<file path="src/rtl/seq_mult_pkg.sv">
// Shared types and helpers for the shared sequential multiplier scheduler.
// Holds the FSM state encoding, the round-robin pick function and width helpers.
package seq_mult_pkg;

    // Upper bound on requester count supported by rr_pick.
    localparam int unsigned MaxR = 64;

    typedef logic [1:0] state_t;
    localparam state_t StIdle = 2'd0;
    localparam state_t StRun  = 2'd1;
    localparam state_t StResp = 2'd2;

    typedef struct packed {
        logic        found;
        logic [31:0] idx;
    } pick_t;

    function automatic int unsigned id_width(input int unsigned r);
        return (r > 1) ? $clog2(r) : 1;
    endfunction

    function automatic int unsigned cnt_width(input int unsigned n);
        return $clog2(n + 1);
    endfunction

    // First valid index at or after ptr, wrapping modulo r.
    function automatic pick_t rr_pick(input logic [MaxR-1:0] valid, input int unsigned ptr,
                                      input int unsigned r);
        pick_t       p;
        int unsigned k;
        p.found = 1'b0;
        p.idx   = '0;
        for (int unsigned i = 0; i < MaxR; i++) begin
            if (i < r) begin
                k = (ptr + i) % r;
                if (!p.found && valid[k]) begin
                    p.found = 1'b1;
                    p.idx   = k;
                end
            end
        end
        return p;
    endfunction

endpackage

</file>
<file path="src/rtl/seq_mult_sched_if.sv">
// Request/response bundle between client blocks and the multiplier scheduler.
interface seq_mult_sched_if #(
    parameter int unsigned N = 4,
    parameter int unsigned R = 4
);
    localparam int unsigned IW = seq_mult_pkg::id_width(R);

    logic [R-1:0]   req_valid;
    logic [R-1:0]   req_ready;
    logic [R*N-1:0] req_m;
    logic [R*N-1:0] req_q;
    logic           rsp_valid;
    logic           rsp_ready;
    logic [2*N-1:0] rsp_prod;
    logic [IW-1:0]  rsp_id;

    modport master (
        output req_valid, req_m, req_q, rsp_ready,
        input  req_ready, rsp_valid, rsp_prod, rsp_id
    );

    modport slave (
        input  req_valid, req_m, req_q, rsp_ready,
        output req_ready, rsp_valid, rsp_prod, rsp_id
    );
endinterface

</file>
<file path="src/rtl/seq_mult_core.sv">
// Iterative unsigned shift-add multiplier datapath (Z/M/cnt).
// Optional macro SEQ_MULT_EARLY_TERM_EN: finish as soon as the remaining multiplier
// bits are all zero; the product is unchanged, only the step count shrinks.
module seq_mult_core import seq_mult_pkg::*; #(
    parameter int unsigned N = 4
) (
    input  logic           clk,
    input  logic           rst,
    input  logic           start_i,
    input  logic           step_i,
    input  logic [N-1:0]   m_i,
    input  logic [N-1:0]   q_i,
    output logic           done_o,
    output logic [2*N-1:0] prod_o
);
    localparam int unsigned ZW = 2 * N + 1;
    localparam int unsigned CW = cnt_width(N);

    logic [ZW-1:0] z_q, z_d, z_step, z_next;
    logic [N-1:0]  m_q, m_d;
    logic [CW-1:0] cnt_q, cnt_d, cnt_step, cnt_next;
    logic          last;
`ifdef SEQ_MULT_EARLY_TERM_EN
    logic          rest_zero;
`endif

    // One add/shift step; last flags the step that empties the counter.
    always_comb begin
        z_step = z_q;
        if (z_q[0]) begin
            z_step[2*N:N] = {1'b0, z_q[2*N-1:N]} + {1'b0, m_q};
        end
        z_step   = z_step >> 1;
        cnt_step = cnt_q - CW'(1);
        z_next   = z_step;
        cnt_next = cnt_step;
        last     = (cnt_step == '0);
`ifdef SEQ_MULT_EARLY_TERM_EN
        rest_zero = 1'b1;
        for (int i = 0; i < int'(N); i++) begin
            if ((i < int'(cnt_step)) && z_step[i]) begin
                rest_zero = 1'b0;
            end
        end
        // Remaining bits add nothing: apply the outstanding shifts in one go.
        if (rest_zero) begin
            z_next   = z_step >> cnt_step;
            cnt_next = '0;
            last     = 1'b1;
        end
`endif
    end

    // Load on start, advance on step, otherwise hold.
    always_comb begin
        z_d   = z_q;
        m_d   = m_q;
        cnt_d = cnt_q;
        if (start_i) begin
            z_d   = {{(N + 1){1'b0}}, q_i};
            m_d   = m_i;
            cnt_d = CW'(N);
        end else if (step_i) begin
            z_d   = z_next;
            cnt_d = cnt_next;
        end
    end

    // Datapath registers.
    always_ff @(posedge clk) begin
        if (rst) begin
            z_q   <= '0;
            m_q   <= '0;
            cnt_q <= '0;
        end else begin
            z_q   <= z_d;
            m_q   <= m_d;
            cnt_q <= cnt_d;
        end
    end

    // done_o/prod_o describe the result of the step taken on the coming edge.
    assign done_o = step_i && last;
    assign prod_o = z_next[2*N-1:0];

endmodule

</file>
<file path="src/rtl/seq_mult_sched.sv">
// Round-robin scheduler sharing one sequential multiplier among R requesters.
// Holds the arbiter, IDLE/RUN/RESP FSM and response registers; datapath is seq_mult_core.
// Optional macro SEQ_MULT_EARLY_TERM_EN (handled in seq_mult_core) shortens RUN.
module seq_mult_sched import seq_mult_pkg::*; #(
    parameter int unsigned N = 4,
    parameter int unsigned R = 4
) (
    input logic             clk,
    input logic             rst,
    seq_mult_sched_if.slave bus
);
    localparam int unsigned IW = id_width(R);

    state_t          state_q, state_d;
    logic [IW-1:0]   rr_ptr_q, rr_ptr_d;
    logic [IW-1:0]   id_q, id_d;
    logic [2*N-1:0]  prod_q, prod_d;
    logic [MaxR-1:0] valid_ext;
    pick_t           pick;
    logic [IW-1:0]   grant;
    logic            accept;
    logic [N-1:0]    m_sel, q_sel;
    logic            core_done;
    logic [2*N-1:0]  core_prod;

    // Arbitration: only IDLE may grant, and only the picked port sees ready.
    always_comb begin
        valid_ext        = '0;
        valid_ext[R-1:0] = bus.req_valid;
        pick             = rr_pick(valid_ext, 32'(rr_ptr_q), R);
        grant            = IW'(pick.idx);
        accept           = (state_q == StIdle) && pick.found;
        m_sel            = bus.req_m[grant*N +: N];
        q_sel            = bus.req_q[grant*N +: N];
        bus.req_ready    = '0;
        if (accept) begin
            bus.req_ready[grant] = 1'b1;
        end
    end

    // FSM next state and response capture.
    always_comb begin
        state_d  = state_q;
        rr_ptr_d = rr_ptr_q;
        id_d     = id_q;
        prod_d   = prod_q;
        case (state_q)
            StIdle: begin
                if (accept) begin
                    state_d  = StRun;
                    rr_ptr_d = IW'((pick.idx + 32'd1) % R);
                    id_d     = grant;
                end
            end
            StRun: begin
                if (core_done) begin
                    state_d = StResp;
                    prod_d  = core_prod;
                end
            end
            StResp: begin
                if (bus.rsp_ready) begin
                    state_d = StIdle;
                end
            end
            default: state_d = StIdle;
        endcase
    end

    // State and response registers; reset aborts any operation in flight.
    always_ff @(posedge clk) begin
        if (rst) begin
            state_q  <= StIdle;
            rr_ptr_q <= '0;
            id_q     <= '0;
            prod_q   <= '0;
        end else begin
            state_q  <= state_d;
            rr_ptr_q <= rr_ptr_d;
            id_q     <= id_d;
            prod_q   <= prod_d;
        end
    end

    assign bus.rsp_valid = (state_q == StResp);
    assign bus.rsp_prod  = prod_q;
    assign bus.rsp_id    = id_q;

    seq_mult_core #(
        .N(N)
    ) u_core (
        .clk     (clk),
        .rst     (rst),
        .start_i (accept),
        .step_i  (state_q == StRun),
        .m_i     (m_sel),
        .q_i     (q_sel),
        .done_o  (core_done),
        .prod_o  (core_prod)
    );

endmodule

</file>
<file path="src/flat_wrapper.sv">
// flat-port wrapper written by rule: the top's interface ports become plain ports
module seq_mult_sched_flat import seq_mult_pkg::*;
#(
    parameter int unsigned N = 4,
    parameter int unsigned R = 4
)
  (clk, rst, bus_req_valid, bus_req_m, bus_req_q, bus_rsp_ready, bus_req_ready, bus_rsp_valid, bus_rsp_prod, bus_rsp_id);
  seq_mult_sched_if #(.N(N), .R(R)) bus_i ();
  input logic clk;
  input logic rst;
  input wire logic [$bits(bus_i.req_valid)-1:0] bus_req_valid;
  input wire logic [$bits(bus_i.req_m)-1:0] bus_req_m;
  input wire logic [$bits(bus_i.req_q)-1:0] bus_req_q;
  input wire logic [$bits(bus_i.rsp_ready)-1:0] bus_rsp_ready;
  output wire logic [$bits(bus_i.req_ready)-1:0] bus_req_ready;
  output wire logic [$bits(bus_i.rsp_valid)-1:0] bus_rsp_valid;
  output wire logic [$bits(bus_i.rsp_prod)-1:0] bus_rsp_prod;
  output wire logic [$bits(bus_i.rsp_id)-1:0] bus_rsp_id;
  assign bus_i.req_valid = bus_req_valid;
  assign bus_i.req_m = bus_req_m;
  assign bus_i.req_q = bus_req_q;
  assign bus_i.rsp_ready = bus_rsp_ready;
  assign bus_req_ready = bus_i.req_ready;
  assign bus_rsp_valid = bus_i.rsp_valid;
  assign bus_rsp_prod = bus_i.rsp_prod;
  assign bus_rsp_id = bus_i.rsp_id;
  seq_mult_sched #(.N(N), .R(R)) u_core (.clk(clk), .rst(rst), .bus(bus_i));
endmodule
</file>
<file path="config.mk">
export PLATFORM = sky130hd
export DESIGN_NAME = seq_mult_sched_flat
export DESIGN_NICKNAME = d
export VERILOG_FILES = /design/src/rtl/seq_mult_pkg.sv /design/src/rtl/seq_mult_sched_if.sv /design/src/rtl/seq_mult_core.sv /design/src/rtl/seq_mult_sched.sv /design/src/flat_wrapper.sv
export SDC_FILE = /design/constraint.sdc
export NUM_CORES = 1
export LEC_CHECK = 0
export CAP_MARGIN = 30
export CORE_ASPECT_RATIO = 1.2
export CORE_MARGIN = 2
export CORE_UTILIZATION = 35
export CTS_CLUSTER_SIZE = 20
export DETAILED_ROUTE_END_ITERATION = 10
export HOLD_SLACK_MARGIN = 0.06
export PLACE_DENSITY = 0.7
export SLEW_MARGIN = 10
export SYNTH_ARGS = -nofsm -noshare
export SYNTH_HDL_FRONTEND = slang
export SYNTH_SLANG_ARGS = --single-unit
</file>
<file path="constraint.sdc">
create_clock -name clk -period 2.1 [get_ports clk]
set_input_delay 0.315 -clock clk [delete_from_list [all_inputs] [get_ports clk]]
set_output_delay 0.315 -clock clk [all_outputs]
set_load 0.02 [all_outputs]
</file>
==> results of run 1 <==
[worst max-delay path by stage]
stage / start / to / slack, ns / depth (start not counted)
6_report: u_core.rr_ptr_q[1] / bus_req_ready[2] / 0.08 / 8
5_1_grt: u_core.rr_ptr_q[1] / bus_req_ready[2] / -0.003 / 8
4_1_cts: u_core.rr_ptr_q[1] / bus_req_ready[1] / 0.008 / 9
3_5_place_dp: bus_req_valid[2] / bus_req_ready[0] / -0.48 / 8
3_3_place_gp: bus_req_valid[0] / bus_req_ready[2] / -0.42 / 9
2_1_floorplan: u_core.rr_ptr_q[1] / bus_req_ready[0] / 0.33 / 6
[per-layer routing]
layer  up-vias  part of all wire
li1        814                 -
met1       753              0.41
met2        44              0.51
met3         7             0.062
met4         0             0.016
met5         -                 0
[cell families (layout without fill, tap and decap cells)]
group | after synthesis | after routing
DFF | 29 | 29
muxes | 20 | 20
and+or+nand+nor | 61 | 61
adders and majority gates | 11 | 11
xor gates and xnor gates | 4 | 4
buffers and inverters | 22 | 94
AOI/OAI and AO/OA | 43 | 43
[power breakdown]
group / leakage, nW / switching (mW) / internal (mW)
Clock: 0.0585 / 0.219 / 0.386
Sequential: 0.238 / 0.0426 / 0.599
Combinational: 0.728 / 0.251 / 0.290
[registers in the layout, indices dropped and copies added (netlist names)]
name and cells:
u_core.u_core.cnt_q 3, u_core.bus.rsp_id 2, u_core.u_core.m_q 4, u_core.bus.rsp_prod 8, u_core.rr_ptr_q 2, u_core.u_core.z_q 8, u_core.state_q 2
[synthesized netlist by cell type, drive strengths merged]
| cell | instances | area share |
|---|---|---|
| nand2 | 19 | 0.043 |
| nor2 | 15 | 0.041 |
| a21oi | 18 | 0.052 |
| or2 | 3 | 0.011 |
| dfxtp | 29 | 0.34 |
| mux2i | 20 | 0.12 |
| o221ai | 8 | 0.055 |
| xnor2 | 4 | 0.020 |
| inv | 11 | 0.024 |
| a2111o | 1 | 0.0065 |
| a2111oi | 2 | 0.011 |
| clkbuf | 5 | 0.011 |
| a311oi | 2 | 0.010 |
| buf | 6 | 0.031 |
| a2bb2oi | 1 | 0.0051 |
| nor2b | 2 | 0.0072 |
| o21a | 2 | 0.0087 |
| fa | 1 | 0.012 |
| o21ai | 1 | 0.0029 |
| nor4 | 2 | 0.011 |
| a211oi | 3 | 0.013 |
| ha | 10 | 0.072 |
| nand3 | 1 | 0.0029 |
| a22oi | 3 | 0.013 |
| a21o | 2 | 0.0087 |
| nand2b | 2 | 0.0072 |
| or3 | 2 | 0.0072 |
| nand3b | 4 | 0.017 |
| nor3 | 6 | 0.026 |
| and2 | 4 | 0.014 |
| nor3b | 1 | 0.0043 |
[metrics by stage]
step | utilization | hold WS, ns
3_5_place_dp | 0.4997 | 0.4521
4_1_cts | 0.5331 | 0.4645
2_1_floorplan | - | 0.4450
6_report | 0.5380 | 0.4585
3_3_place_gp | 0.4997 | 0.4450
5_1_grt | 0.5380 | 0.4710
[critical path: cells and delay by family, from the launching register on]
family	cells	cell delay, ns
AND/OR/NAND/NOR	3	0.36
buffers and inverters	3	0.35
flip-flops	1	0.34
multiplexers	1	0.19
adder cells (fa/ha/maj)	1	0.18
[layout make-up]
class                   count  area (µm²)
inverters                  11       41.29
multi-input cells         139        1080
clock buffers               7       86.33
flip-flops and latches     29       581.8
well taps                  60       75.07
clock inverters             1       30.03
repair buffers             75       706.9
fillers                   440        2233
[what timing repair did]
item	CTS	global route
pin swaps	2	2
buffers inserted	3	1
endpoints found under the setup margin	4	4
resized for setup	25	6
==> flow_summary.yaml, run 1 <==
synthesis:
  synth-simple-area-share: 0.1925
  synth_nets: 240
  synth_mux_area_frac: 0.1158
  synth_compound_area_frac: 0.1860
  synthesis.area_mm2: 0.001729
  synth-xor-area-share: 0.02026
  yosysWarnings: 0
  synth_area_per_cell_um2: 9.101
  synth_top_family_by_area: "simple AND/OR/NAND/NOR gates"
  synthAdderAreaFrac: 0.08394
  yosysSeqAreaShare: 0.3357
  ys_ff_latch: 29
  netlist_instances: 190
  netlist-cell-type-count: 39
clocking:
  cts_htree_levels: 2
  cts_hold_buf: 0
  cts_max_path_buffers: 2
  cts_inserted_buffers: 5
  path_clk_slew_ns: 0.06
  clk_latency_ns: 0.29
  cts_tree: "done"
  cts.sinks: 29
  cts-root-buf: "clkbuf_8"
placement:
  place_ws_ns: -0.4832
  place_area_mm2: 0.002416
  dpl.hpwl_um: 3394
  place_congestion: 0.8083
  dp.cells: 310
  port_buffers: 53
route:
  wl_um: 4569
  first_pass_iters: 6
  drt_iter0_drc: 110
  vias: 1618
  wl_per_cell_um: 14.19
  ant_nets: 0
  drc: 0
  viasPerCell: 5.025
timing:
  tightest_slew_ns: 0.4621
  rsz0062_at_grt: "yes"
  skew_ns: 0.005137
  slew_viol_final: 0
  slew_headroom: 0.6912
  setup_ws_ns: 0.08370
  hold_viol: 0
  finalCriticalPeriod_ns: 2.016
  fin_crit_sh: 0.9601
  setup_violations: 0
  finalSetupTns_ns: 0
  fmax_mhz: 496.0
critical_path:
  r2r_end: "u_core.u_core.z_q[5]"
  reg2reg_depth: 6
  crit_slowest_cell: "dfxtp_2"
  crit_path_end_kind: "output pin"
  crit_arrival_ns: 1.70
  regToRegSetupSlack_ns: 0.25
  cp_max_fo: 4
  start_kind: "flip-flop"
  critPathMaxStageDelay_ns: 0.34
  crit_chain: "mux2i_1 -> nor2_1 -> nor3_2 -> buf_4 -> inv_1 -> ha_1 -> and2_1 -> buf_2"
  r2r-start: "u_core.u_core.m_q[0]"
  required_ns: 1.78
  worst-setup-path-type: "flip-flop to output pin"
floorplan:
  die_h_um: 81.00
  fp.dieW_um: 68.17
  io_pins: 54
  rows: 28
  initial_core_util: 0.3577
  die-area_mm2: 0.005521
  core_mm2: 0.004835
min_path:
  hp-class: "flip-flop to flip-flop"
  min-delay-start: "u_core.bus.rsp_id[1]"
  holdPathEnd: "u_core.bus.rsp_id[1]"
  hold_depth: 2
power_and_ir_drop:
  max-vdd-ir-drop_v: 0.0003229
  pwr_density_cell_mw_per_mm2: 686.6
  leakagePower_nw: 1.024
  power_mw: 1.786
finish:
  drive_gt1_frac: 0.2061
  n_antenna_cell: 0
  final_cell_mix: "45 x clkdlybuf4s50_1, 28 x dfxtp_1, 20 x mux2i_1, 19 x buf_4, 17 x nand2_1"
  layout.cells.non_filler: 322
  design_area_mm2: 0.002601
  syn_to_final_growth_pct: 50.43
  final_common_cell: "clkdlybuf4s50_1"
  num-nets-final: 311
global_route:
  grt_pass1_vias: 1623
  grtUsageMet2: 0.3311
  grt_pass1_wl_um: 7362
  grt_use_met1: 0.1923
  grt-busiest-layer: "met2"
  grtUsageMet3: 0.04432
  grt_max_degree: 20
  antenna_found_initial: 0
  grtUsageTotal: 0.1777
  grt_overflow: 0
run_status:
  outcome: "finished clean"
run:
  max_cap_viol_count: 0
No activity file was read; power rests on OpenSTA's default activity.
==> run 2, diff against run 1 <==
--- a/config.mk
+++ b/config.mk
@@ -11,7 +11,6 @@
 export CORE_UTILIZATION = 35
 export CTS_CLUSTER_SIZE = 20
 export DETAILED_ROUTE_END_ITERATION = 10
-export HOLD_SLACK_MARGIN = 0.06
 export PLACE_DENSITY = 0.7
 export SLEW_MARGIN = 10
 export SYNTH_ARGS = -nofsm -noshare
==> results of run 2 <==
Same layout as run 1: the final DEF is identical, and so are final timing and power.
==> run 3, diff against run 2 <==
--- a/config.mk
+++ b/config.mk
@@ -6,12 +6,14 @@
 export NUM_CORES = 1
 export LEC_CHECK = 0
 export CAP_MARGIN = 30
+export CELL_PAD_IN_SITES_DETAIL_PLACEMENT = 1
+export CELL_PAD_IN_SITES_GLOBAL_PLACEMENT = 2
 export CORE_ASPECT_RATIO = 1.2
 export CORE_MARGIN = 2
-export CORE_UTILIZATION = 35
+export CORE_UTILIZATION = 27
 export CTS_CLUSTER_SIZE = 20
 export DETAILED_ROUTE_END_ITERATION = 10
-export PLACE_DENSITY = 0.7
+export PLACE_DENSITY = 0.86
 export SLEW_MARGIN = 10
 export SYNTH_ARGS = -nofsm -noshare
 export SYNTH_HDL_FRONTEND = slang
==> run 3 against run 2 <==
Net effect:
- utilization decreased by 11 points
- combinational power increased by 2%
- clock skew decreased by 0.0011 ns
- register-to-register slack got worse by 0.02 ns
- hold slack about the same
- die area increased by 28%
- final cell count increased by 6.8%
- power decreased by 6.9%
- fmax decreased by 1.6%
- first-iteration DRC count decreased by 74%
- critical path type unchanged
- critical endpoint is now bus_req_ready[0]
==> flow_summary.yaml, run 3 (synthesis results as in run 1) <==
timing:
  fin_crit_sh: 0.9761
  finalCriticalPeriod_ns: 2.050
  slew_viol_final: 0
  skew_ns: 0.004061
  rsz0062_at_grt: "yes"
  tightest_slew_ns: 0.4560
  setup_violations: 0
  fmax_mhz: 487.8
  setup_ws_ns: 0.05011
  slew_headroom: 0.6953
  hold_viol: 0
power_and_ir_drop:
  leakagePower_nw: 1.009
  pwr_density_cell_mw_per_mm2: 639.4
  max-vdd-ir-drop_v: 0.0002376
  power_mw: 1.662
finish:
  design_area_mm2: 0.002600
  nFillCells: 733
  utilization: 0.4243
  multiInputGateArea_mm2: 0.001082
  num-nets-final: 312
  seq_area_um2: 581.8
  n_antenna_cell: 0
  final_cell_mix: "45 x clkdlybuf4s50_1, 28 x dfxtp_1, 23 x buf_4, 20 x mux2i_1, 17 x nand2_1"
  syn_to_final_growth_pct: 50.36
  final_common_cell: "clkdlybuf4s50_1"
  drive_gt1_frac: 0.2061
placement:
  dpl.hpwl_um: 3905
  place_area_mm2: 0.002436
  place_ws_ns: -0.5386
  place_congestion: 0.7295
  port_buffers: 53
clocking:
  path_clk_slew_ns: 0.06
  clk_latency_ns: 0.28
  cts_max_path_buffers: 2
  cts_inserted_buffers: 5
  cts_tree: "done"
  cts.sinks: 29
  cts_htree_levels: 2
  cts-root-buf: "clkbuf_8"
critical_path:
  start_kind: "flip-flop"
  crit_path_end_kind: "output pin"
  crit_arrival_ns: 1.73
  reg2reg_depth: 6
  critPathLaunch: "u_core.rr_ptr_q[1]"
  worst-setup-path-type: "flip-flop to output pin"
  worstSetupEndpoint: "bus_req_ready[0]"
  regToRegSetupSlack_ns: 0.23
  required_ns: 1.78
  r2r-start: "u_core.u_core.z_q[4]"
  r2r_end: "u_core.u_core.z_q[5]"
  cp_max_fo: 3
route:
  drt_iter0_drc: 29
  ant_nets: 0
  first_pass_iters: 4
  viasPerCell: 4.802
  drc: 0
  vias: 1652
  wl_um: 5160
  wl_per_cell_um: 15.00
run_status:
  outcome: "finished clean"
global_route:
  grt_pass1_vias: 1809
  antenna_found_initial: 0
  grt_max_degree: 20
  grt_pass1_wl_um: 8832
  grt_overflow: 0
  grtUsageTotal: 0.1555
min_path:
  min-delay-start: "u_core.bus.rsp_id[1]"
  hp-class: "flip-flop to flip-flop"
floorplan:
  initial_core_util: 0.2822
  fp.dieW_um: 77.06
  die_h_um: 91.67
  rows: 31
  io_pins: 54
  core_mm2: 0.006128
  die-area_mm2: 0.007063
run:
  max_cap_viol_count: 0
[run 3: cell type report]
cell class,count,area share
Inverter,11,0.01588
Multi-Input combinational cell,139,0.4163
Sequential cell,29,0.2238
Tap cell,82,0.03946
Clock buffer,7,0.03321
Timing Repair Buffer,76,0.2714
[run 3: metal layers]
layer | vias to the layer above | routed length [µm] | track usage
li1 | 821 | - | -
met1 | 786 | 2268 | 0.1812
met2 | 36 | 2611 | 0.2851
met3 | 9 | 206 | 0.03740
met4 | 0 | 74 | 0.03720
met5 | - | 0 | 0
[run 3: worst min path at each step]
| stage | endpoint | slack [ns] | depth (start not counted) |
|---|---|---|---|
| after floorplan | u_core.bus.rsp_prod[0] | 0.45 | 2 |
| after global placement | u_core.bus.rsp_prod[1] | 0.45 | 2 |
| after detailed placement | u_core.bus.rsp_id[1] | 0.45 | 2 |
| after CTS | u_core.bus.rsp_id[1] | 0.46 | 2 |
| after global routing | u_core.bus.rsp_prod[1] | 0.48 | 2 |
| final | u_core.bus.rsp_id[1] | 0.46 | 2 |
[run 3: critical path, stage by stage (launching register included)]
cell	delay, ns
dfxtp_2	0.35
mux2i_1	0.18
nor2_1	0.07
nor3_2	0.21
buf_4	0.15
inv_1	0.05
ha_1	0.18
and2_1	0.14
buf_6	0.13
[run 3: through the flow]
stage | TNS, ns | std cells | hold slack [ns]
after global placement | -2.435 | 331 | 0.4468
after detailed placement | -3.314 | 331 | 0.4519
after global routing | -0.09464 | 344 | 0.4756
after CTS | 0 | 343 | 0.4608
final | 0 | 344 | 0.4582
after floorplan | 0 | 190 | 0.4450
[run 3: repair_timing]
item | 4_1_cts | 5_1_grt
setup buffers | 5 | 1
hold buffers | 0 | 0
pin swaps | 4 | 4
setup endpoints to repair | 4 | 4
resized for setup | 26 | 8
[run 3: where the power goes]
part           total (mW)  internal [mW]  switching [mW]
Combinational       0.553          0.296           0.257
Clock               0.468          0.260           0.208
Sequential          0.642          0.599          0.0434
